### src/rtl/aes_block_sequencer_if.sv
// Byte-stream and AES-core handshake bundle for aes_block_sequencer.
// master = sequencer side, slave = environment (USB paths and AES core).
interface aes_block_sequencer_if;
  logic         rx_valid;
  logic [7:0]   rx_data;
  logic         rx_eop;
  logic         rx_ready;
  logic         aes_start;
  logic [127:0] aes_block_in;
  logic         aes_done;
  logic [127:0] aes_block_out;
  logic         tx_valid;
  logic [7:0]   tx_data;
  logic         tx_eop;
  logic         tx_ready;

  modport master (
    input  rx_valid, rx_data, rx_eop, aes_done, aes_block_out, tx_ready,
    output rx_ready, aes_start, aes_block_in, tx_valid, tx_data, tx_eop
  );
  modport slave (
    output rx_valid, rx_data, rx_eop, aes_done, aes_block_out, tx_ready,
    input  rx_ready, aes_start, aes_block_in, tx_valid, tx_data, tx_eop
  );
endinterface

### src/rtl/aes_block_sequencer.sv
// Gathers 16 rx bytes, runs one AES block with a timeout, streams the result to tx.
// Optional macro AES_SEQ_PAD_FLUSH_EN: early rx_eop zero-pads and encrypts the partial block.
module aes_block_sequencer #(
  parameter int TIMEOUT_CYCLES = 1024,
  parameter int BLOCK_BYTES    = 16
) (
  input  logic                  clk,
  input  logic                  n_rst,
  aes_block_sequencer_if.master bus,
  output logic                  busy,
  output logic                  err
);
  typedef enum logic [2:0] {S_RST, S_FILL, S_START, S_WAIT, S_DRAIN} state_t;

  localparam logic [3:0]  LAST = 4'(BLOCK_BYTES - 1);
  localparam logic [15:0] TMAX = 16'(TIMEOUT_CYCLES - 1);

  state_t       state;
  logic [3:0]   cnt, idx;
  logic [15:0]  timer;
  logic         eop;
  logic [127:0] ct_q;
  logic         take, tx_fire;

  assign take    = bus.rx_valid & bus.rx_ready;
  assign tx_fire = bus.tx_valid & bus.tx_ready;
  assign busy    = (state != S_RST) && ((state != S_FILL) || (cnt != 4'd0));

  always_ff @(posedge clk or negedge n_rst) begin
    if (!n_rst) begin
      state            <= S_RST;
      cnt              <= 4'd0;
      idx              <= 4'd0;
      timer            <= 16'd0;
      eop              <= 1'b0;
      ct_q             <= '0;
      err              <= 1'b0;
      bus.rx_ready     <= 1'b0;
      bus.aes_start    <= 1'b0;
      bus.aes_block_in <= '0;
      bus.tx_valid     <= 1'b0;
      bus.tx_data      <= 8'h00;
      bus.tx_eop       <= 1'b0;
    end else begin
      err           <= 1'b0;
      bus.aes_start <= 1'b0;
      case (state)
        S_RST: begin
          state        <= S_FILL;
          bus.rx_ready <= 1'b1;
        end
        S_FILL: if (take) begin
          bus.aes_block_in[{4'd15 - cnt, 3'd0} +: 8] <= bus.rx_data;
          cnt <= cnt + 4'd1;
`ifdef AES_SEQ_PAD_FLUSH_EN
          if (cnt == LAST || bus.rx_eop) begin
            for (int i = 0; i < 16; i++)
              if (4'(i) > cnt) bus.aes_block_in[(15 - i) * 8 +: 8] <= 8'h00;
            eop           <= bus.rx_eop;
            cnt           <= 4'd0;
            timer         <= 16'd0;
            bus.rx_ready  <= 1'b0;
            bus.aes_start <= 1'b1;
            state         <= S_START;
          end
`else
          if (cnt == LAST) begin
            eop           <= bus.rx_eop;
            cnt           <= 4'd0;
            timer         <= 16'd0;
            bus.rx_ready  <= 1'b0;
            bus.aes_start <= 1'b1;
            state         <= S_START;
          end else if (bus.rx_eop) begin
            // short packet: discard what was gathered
            cnt <= 4'd0;
            err <= 1'b1;
          end
`endif
        end
        S_START: begin
          // timer tracks cycles since the start pulse
          timer <= timer + 16'd1;
          state <= S_WAIT;
        end
        S_WAIT: begin
          if (bus.aes_done) begin
            ct_q         <= bus.aes_block_out;
            idx          <= 4'd0;
            bus.tx_valid <= 1'b1;
            bus.tx_data  <= bus.aes_block_out[127:120];
            bus.tx_eop   <= 1'b0;
            state        <= S_DRAIN;
          end else if (timer == TMAX) begin
            err          <= 1'b1;
            cnt          <= 4'd0;
            eop          <= 1'b0;
            bus.rx_ready <= 1'b1;
            state        <= S_FILL;
          end else begin
            timer <= timer + 16'd1;
          end
        end
        S_DRAIN: if (tx_fire) begin
          if (idx == LAST) begin
            idx          <= 4'd0;
            cnt          <= 4'd0;
            eop          <= 1'b0;
            bus.tx_valid <= 1'b0;
            bus.tx_eop   <= 1'b0;
            bus.rx_ready <= 1'b1;
            state        <= S_FILL;
          end else begin
            // ct_q shifts so the next byte always sits just below the top
            idx         <= idx + 4'd1;
            ct_q        <= {ct_q[119:0], 8'h00};
            bus.tx_data <= ct_q[119:112];
            bus.tx_eop  <= eop && (idx == LAST - 4'd1);
          end
        end
        default: state <= S_RST;
      endcase
    end
  end
endmodule

### src/flat_wrapper.sv
// flat-port wrapper written by rule: the top's interface ports become plain ports
module aes_block_sequencer_flat 
#(
  parameter int TIMEOUT_CYCLES = 1024,
  parameter int BLOCK_BYTES    = 16
)
  (clk, n_rst, busy, err, bus_rx_valid, bus_rx_data, bus_rx_eop, bus_aes_done, bus_aes_block_out, bus_tx_ready, bus_rx_ready, bus_aes_start, bus_aes_block_in, bus_tx_valid, bus_tx_data, bus_tx_eop);
  aes_block_sequencer_if bus_i ();
  input  logic clk;
  input  logic n_rst;
  output logic busy;
  output logic err;
  input wire logic [$bits(bus_i.rx_valid)-1:0] bus_rx_valid;
  input wire logic [$bits(bus_i.rx_data)-1:0] bus_rx_data;
  input wire logic [$bits(bus_i.rx_eop)-1:0] bus_rx_eop;
  input wire logic [$bits(bus_i.aes_done)-1:0] bus_aes_done;
  input wire logic [$bits(bus_i.aes_block_out)-1:0] bus_aes_block_out;
  input wire logic [$bits(bus_i.tx_ready)-1:0] bus_tx_ready;
  output wire logic [$bits(bus_i.rx_ready)-1:0] bus_rx_ready;
  output wire logic [$bits(bus_i.aes_start)-1:0] bus_aes_start;
  output wire logic [$bits(bus_i.aes_block_in)-1:0] bus_aes_block_in;
  output wire logic [$bits(bus_i.tx_valid)-1:0] bus_tx_valid;
  output wire logic [$bits(bus_i.tx_data)-1:0] bus_tx_data;
  output wire logic [$bits(bus_i.tx_eop)-1:0] bus_tx_eop;
  assign bus_i.rx_valid = bus_rx_valid;
  assign bus_i.rx_data = bus_rx_data;
  assign bus_i.rx_eop = bus_rx_eop;
  assign bus_i.aes_done = bus_aes_done;
  assign bus_i.aes_block_out = bus_aes_block_out;
  assign bus_i.tx_ready = bus_tx_ready;
  assign bus_rx_ready = bus_i.rx_ready;
  assign bus_aes_start = bus_i.aes_start;
  assign bus_aes_block_in = bus_i.aes_block_in;
  assign bus_tx_valid = bus_i.tx_valid;
  assign bus_tx_data = bus_i.tx_data;
  assign bus_tx_eop = bus_i.tx_eop;
  aes_block_sequencer #(.TIMEOUT_CYCLES(TIMEOUT_CYCLES), .BLOCK_BYTES(BLOCK_BYTES)) u_core (.clk(clk), .n_rst(n_rst), .bus(bus_i), .busy(busy), .err(err));
endmodule
### config.mk
export PLATFORM = sky130hd
export DESIGN_NAME = aes_block_sequencer_flat
export DESIGN_NICKNAME = d
export VERILOG_FILES = /design/src/rtl/aes_block_sequencer_if.sv /design/src/rtl/aes_block_sequencer.sv /design/src/flat_wrapper.sv
export SDC_FILE = /design/constraint.sdc
export NUM_CORES = 1
export LEC_CHECK = 0
export ABC_AREA = 1
export BUFFER_PORTS_ARGS = -buffer_cell sky130_fd_sc_hd__buf_2
export CAP_MARGIN = 20
export CORE_ASPECT_RATIO = 0.5
export CORE_UTILIZATION = 40
export DETAILED_ROUTE_END_ITERATION = 6
export PLACE_DENSITY = 0.68
export SKIP_CTS_REPAIR_TIMING = 1
export SLEW_MARGIN = 15
export SYNTH_ARGS = -nofsm -noshare
export SYNTH_HDL_FRONTEND = slang
export SYNTH_SLANG_ARGS = --single-unit
### constraint.sdc
create_clock -name clk -period 2.8 [get_ports clk]
set_input_delay 0.14 -clock clk [delete_from_list [all_inputs] [get_ports clk]]
set_output_delay 0.14 -clock clk [all_outputs]
set_load 0.01 [all_outputs]
# Word level (Yosys, flattened, before mapping)

Index checks and enable logic that the tools add are counted.

Bits in read-only memories: 0
Output and inout bits: 142
Register bits after elaboration: 289
Input bits: 142
Memories: 0
Word-level logic and storage cells: 122
Bits in latches: 0
RAM bits: 0

Magnitude comparators: 0
Bitwise operators: 2
Add/subtract/negate cells: 5
Multiply operators: 0
Eq/ne operators: 19
Div/mod/pow operators: 0
Reductions and logical operators: 19
Mux-type cells: 62
Shifts and indexed selects: 2

Operators with widths:

| cell                      | count |
|---|---|
| $mux W120                 | 3 |
| $pmux W120 S2             | 1 |
| $bwmux W128               | 1 |
| $shift A8 B9 Y128 const A | 1 |
| $shiftx A8 B9 Y128        | 1 |
| $mux W16                  | 4 |
| $pmux W16 S3              | 1 |
| $mux W4                   | 10 |
| $mux W1                   | 24 |
| $mux W8                   | 3 |
| $mux W3                   | 6 |
| $add A16 B1 Y16 const B   | 1 |
| $eq A16 B10 Y1 const B    | 1 |
| $pmux W8 S2               | 1 |
| $pmux W3 S5               | 1 |
| $reduce_and A7 Y1         | 2 |
| $eq A4 B4 Y1 const B      | 3 |
| $pmux W4 S3               | 1 |
| $ne A2 B1 Y1 const B      | 5 |
| $reduce_and A5 Y1         | 2 |
| $neg A7 Y9                | 1 |
| $reduce_bool A3 Y1        | 3 |
| $add A4 B1 Y4 const B     | 2 |
| $ne A2 B2 Y1 const B      | 4 |
| other kinds (20)          | 27 |

# Longest topological paths before layout

Word-level depth: 5
Depth in mapped cells: 11
Gate-level depth less buffers: 11

# Worst setup path after synthesis

OpenSTA, ideal clock, no wires.

Path kind: register to register
Start point: register u_core.cnt[0]
End point: register u_core.bus.aes_block_in[48]
Library setup time: 0.083 ns
Arrival: 2.056 ns
Required time: 2.717 ns
Slack: 0.661 ns
Cell stages (with the launch flop): 9
Cells stage by stage: dfrtp_1 -> clkbuf_1 -> inv_1 -> ha_1 -> inv_1 -> clkbuf_1 -> nor2_1 -> nand2_1 -> o21ai_0

Word-level cells in the longest chain between the ends: 4
Elaborated cells between the ends (all ways): 5
Those cells by class: add/sub (2); shift (2); mux (1)

RTL lines:

| what                                                    | line                         | text |
|---|---|---|
| start, declared                                         | aes_block_sequencer.sv:19    | `logic [3:0] cnt, idx;` |
| start signal, assigned                                  | aes_block_sequencer.sv:54    | `cnt <= cnt + 4'd1;` |
| $sub A4 B4 Y4 (*)                                       | aes_block_sequencer.sv:53    | `bus.aes_block_in[{4'd15 - cnt, 3'd0} +: 8] <= bus.rx_data;` |
| $neg A7 Y9 (*)                                          | aes_block_sequencer.sv:53    |  |
| $shiftx A8 B9 Y128 or $shift A8 B9 Y128 (tied branches) | aes_block_sequencer.sv:53    |  |
| $bwmux W128 (*)                                         | aes_block_sequencer.sv:53    |  |
| end signal, assigned by index                           | aes_block_sequencer.sv:53    |  |
| end, declared                                           | aes_block_sequencer_if.sv:19 | `output rx_ready, aes_start, aes_block_in, tx_valid, tx_data, tx_eop` |

Every way passes the cells marked *; elsewhere a longest branch is shown, timed or not.
A chain may end at the register's enable or synchronous reset.

# Worst setup path after layout

Start point: register u_core.cnt[0]
End point: output port busy

Word-level cells in the longest chain between the ends: 3

RTL lines:

| what                | line                      | text |
|---|---|---|
| $reduce_bool A4 Y1  | aes_block_sequencer.sv:27 | `assign busy = (state != S_RST) && ((state != S_FILL) \|\| (cnt != 4'd0));` |
| $logic_or A1 B1 Y1  | aes_block_sequencer.sv:27 |  |
| $logic_and A1 B1 Y1 | aes_block_sequencer.sv:27 |  |
| end, declared       | flat_wrapper.sv:11        | `output logic busy;` |

No other way between the ends.

==> flow_summary_export.csv <==
group,metric,value,unit
outcome,status,"finished, violations left",
outcome,violations,"DRC",
power_and_ir_drop,p_per_area,498,mW/mm^2
power_and_ir_drop,cellLeakagePower,8.56,nW
detailed_routing,ant_nets,0,
floorplanning,die_h,130,um
detailed_routing,drtPass1Iterations,7,
global_routing,grt_max_degree,233,
setup_path,cp.arrival,2.15,ns
cts,h-tree-depth,1,
floorplanning,io_pins,284,
setup_path,path_class,"reg -> out",
sta,fin_hold_ws,0.0423,ns
global_routing,grt_pass1_wl,54.3,mm
detailed_routing,drcViolationCount,1,
detailed_routing,viasPerCell,4.95,
detailed_routing,met2_length,18.1,mm
setup_path,cp-end-kind,"primary output",
sta,setup_viol,0,
setup_path,cp-start-kind,"flop",
floorplanning,fp-row-count,46,
layout,final_util,54.4,%
detailed_routing,drt_iter0_markers,1021,
cts,cts_buffer_depth,3,
detailed_routing,drt-met1-wl,16.1,mm
detailed_routing,wl,36.8,mm
sta,worstMarginPinSlew,0.907,ns
sta,fin_crit_sh,81.7,%
cts,cts_made_buffers,28,
setup_path,crit_buf_inv,3,
power_and_ir_drop,vdd_ir_drop_max,0.000444,V
sta,setup_tns,0,ns
cts,cts.sinks,289,
place,io_buffers,283,
sta,drv_slew,0,
synthesis,ys_ff_latch,289,
setup_path,crit_chain,"inv_1 -> ha_1 -> inv_1 -> nor3_1 -> o21ai_0 -> buf_2",
synthesis,synthDistinctLibCells,37,
sta,rsz0062_at_grt,"no",
detailed_routing,vias,11700,
floorplanning,coreArea,0.0320,mm^2
sta,period_needed,2.29,ns
setup_path,cp_slowest_cell,"dfrtp_1",
layout,fin_area,0.0174,mm^2
global_routing,antenna_found_initial,2,
synthesis,synth-main-ff-cell,"dfrtp_1",
cts,clk-insertion-delay-late,0.55,ns
sta,fin_skew,0.0102,ns
synthesis,syn_area,0.0132,mm^2
cts,cts_tree,"done",
place,dp_hpwl,24.2,mm
setup_path,path_max_fanout,9,
global_routing,grt_pass1_vias,10100,
place,place_area,0.0150,mm^2
global_routing,overflow,0,
layout,fin_nets,2060,
cts,cts_root_buf,"clkbuf_16",
layout,syn_to_final_growth,32.3,%
sta,max_freq,437,MHz
setup_path,critical-path-max-stage-delay,0.49,ns
floorplanning,initial_core_util,41.1,%
floorplanning,die_area,0.0337,mm^2
synthesis,yosysWarnings,0,
setup_path,path_common_cell,"inv_1",
floorplanning,die_x,258,um
flow_run,max-cap-violations,0,
cts,clk_pin_slew,0.07,ns
detailed_routing,wl_met3,1.50,mm
hold_path,min_path_type,"in -> reg",
synthesis,postSynthCellCount,1513,
sta,finalHoldViolCount,0,
synthesis,synth_edf_count,0,
synthesis,syn_area_per_cell,8.69,um^2
global_routing,grt_use_total,20.2,%
layout,nFillCells,2918,
synthesis,yosysSeqAreaShare,55.0,%
synthesis,synth_nets,1662,
setup_path,critPathTopFamily,"buffers and inverters",
layout,post_route_cells_drive_above_1_share,20.0,%
synthesis,async_reset_ff_share,100,%
place,gp_congestion,0.848,
detailed_routing,highest-signal-layer,"met4",
setup_path,critPathRequiredTime,2.66,ns
sta,relSlewSlack,39.6,%
detailed_routing,wl_per_cell,15.5,um
[synth_stat cells (all sizes together), types with 8 or more instances]
cell    instances  share of area [%]
a21oi          23               0.90
a31oi           8               0.38
buf            45                2.4
clkbuf         28               0.80
dfrtp         289                 55
inv           193                5.5
nand2         379                 11
nand3          52                2.4
nand4           9               0.43
nor2           95                3.3
nor3            8               0.48
o211ai        104                5.9
o21ai         257                9.9
[worst min-delay path, delay by kind of cell]
family,cells,cell delay [ns]
simple gates,2,0.17
buf+inv,2,0.16
compound gates,1,0.09
[sequential cells by signal, indices dropped and copies added (netlist names)]
name                     count
u_core.bus.aes_block_in    128
u_core.bus.aes_start         1
u_core.bus.rx_ready          1
u_core.bus.tx_data           8
u_core.bus.tx_eop            1
u_core.bus.tx_valid          1
u_core.cnt                   4
u_core.ct_q                120
u_core.eop                   1
u_core.err                   1
u_core.idx                   4
u_core.state                 3
u_core.timer                16
[layout by cell type, fill, tap and decap left out, types with 4 or more instances in the layout]
cell | Yosys | final
clkbuf_16 | 0 | 29
nand3_1 | 44 | 44
buf_2 | 25 | 282
o21ai_1 | 132 | 132
clkbuf_8 | 0 | 7
buf_4 | 8 | 6
buf_12 | 0 | 13
nor2_2 | 4 | 4
xor2_1 | 7 | 7
inv_2 | 5 | 4
o21ai_0 | 124 | 124
nor3_1 | 6 | 6
nand2_2 | 9 | 9
dlygate4sd3_1 | 0 | 139
o211ai_1 | 104 | 104
nor2_1 | 86 | 86
inv_1 | 188 | 188
nand4_1 | 9 | 9
nand2_1 | 368 | 368
ha_1 | 7 | 7
nand3_2 | 6 | 6
dfrtp_1 | 289 | 289
a31oi_1 | 8 | 8
a21oi_1 | 22 | 22
clkbuf_1 | 28 | 4
bufinv_16 | 0 | 4
[logic make-up after synthesis]
family | Yosys count | share of synthesized area, %
xor+xnor | 8 | 0.533
flops | 289 | 55.0
compound gates | 395 | 17.3
simple gates | 546 | 17.8
fa+ha+maj | 7 | 0.666
buf+inv | 268 | 8.74
[report_power, final]
group / internal, mW / switching, mW / total (mW)
clock network: 2.44 / 1.66 / 4.10
logic: 0.213 / 0.184 / 0.397
registers: 4.17 / 0 / 4.17
[layout make-up]
class / instances / area, um^2 / area share (%)
Sequential cell: 289 / 7230 / 41.5
Timing Repair Buffer: 441 / 3120 / 17.9
Inverter: 195 / 737 / 4.23
Antenna cell: 3 / 7.51 / 0.0431
Clock buffer: 40 / 837 / 4.81
Clock inverter: 10 / 159 / 0.913
Multi-Input combinational cell: 956 / 4770 / 27.4
Tap cell: 432 / 541 / 3.11
[path summary, 6_finish.rpt]
path,cells after the start,start,slack (ns),endpoint
max,6,u_core.cnt[0]$_DFFE_PN0P_,0.51,busy
min,5,bus_tx_ready,0.04,u_core.idx[1]$_DFFE_PN0P_
max reg2reg,6,u_core.cnt[0]$_DFFE_PN0P_,0.55,u_core.bus.aes_block_in[55]$_DFFE_PN0P_
min reg2reg,2,u_core.bus.aes_block_in[36]$_DFFE_PN0P_,0.49,u_core.bus.aes_block_in[36]$_DFFE_PN0P_
max in group asynchronous,4,n_rst,1.68,u_core.ct_q[45]$_DFFE_PN0P_
min in group asynchronous,2,n_rst,0.17,u_core.bus.aes_block_in[94]$_DFFE_PN0P_
[stage by stage]
step	worst slack (ns)	instances	total power, mW
CTS	0.495	2224	8.61
finish	0.513	2366	8.67
detailed placement	0.581	2174	4.49
floorplan	0.661	1513	4.27
global route	0.260	2365	8.98
global placement	0.625	2174	4.49
[per-layer routing]
layer  up-vias  GRT usage (%)
li1       5759              -
met1      5591           27.6
met2       296           33.1
met3        71           3.26
met4         0           6.30
met5         -              0
(Power assumes the default switching activity.)
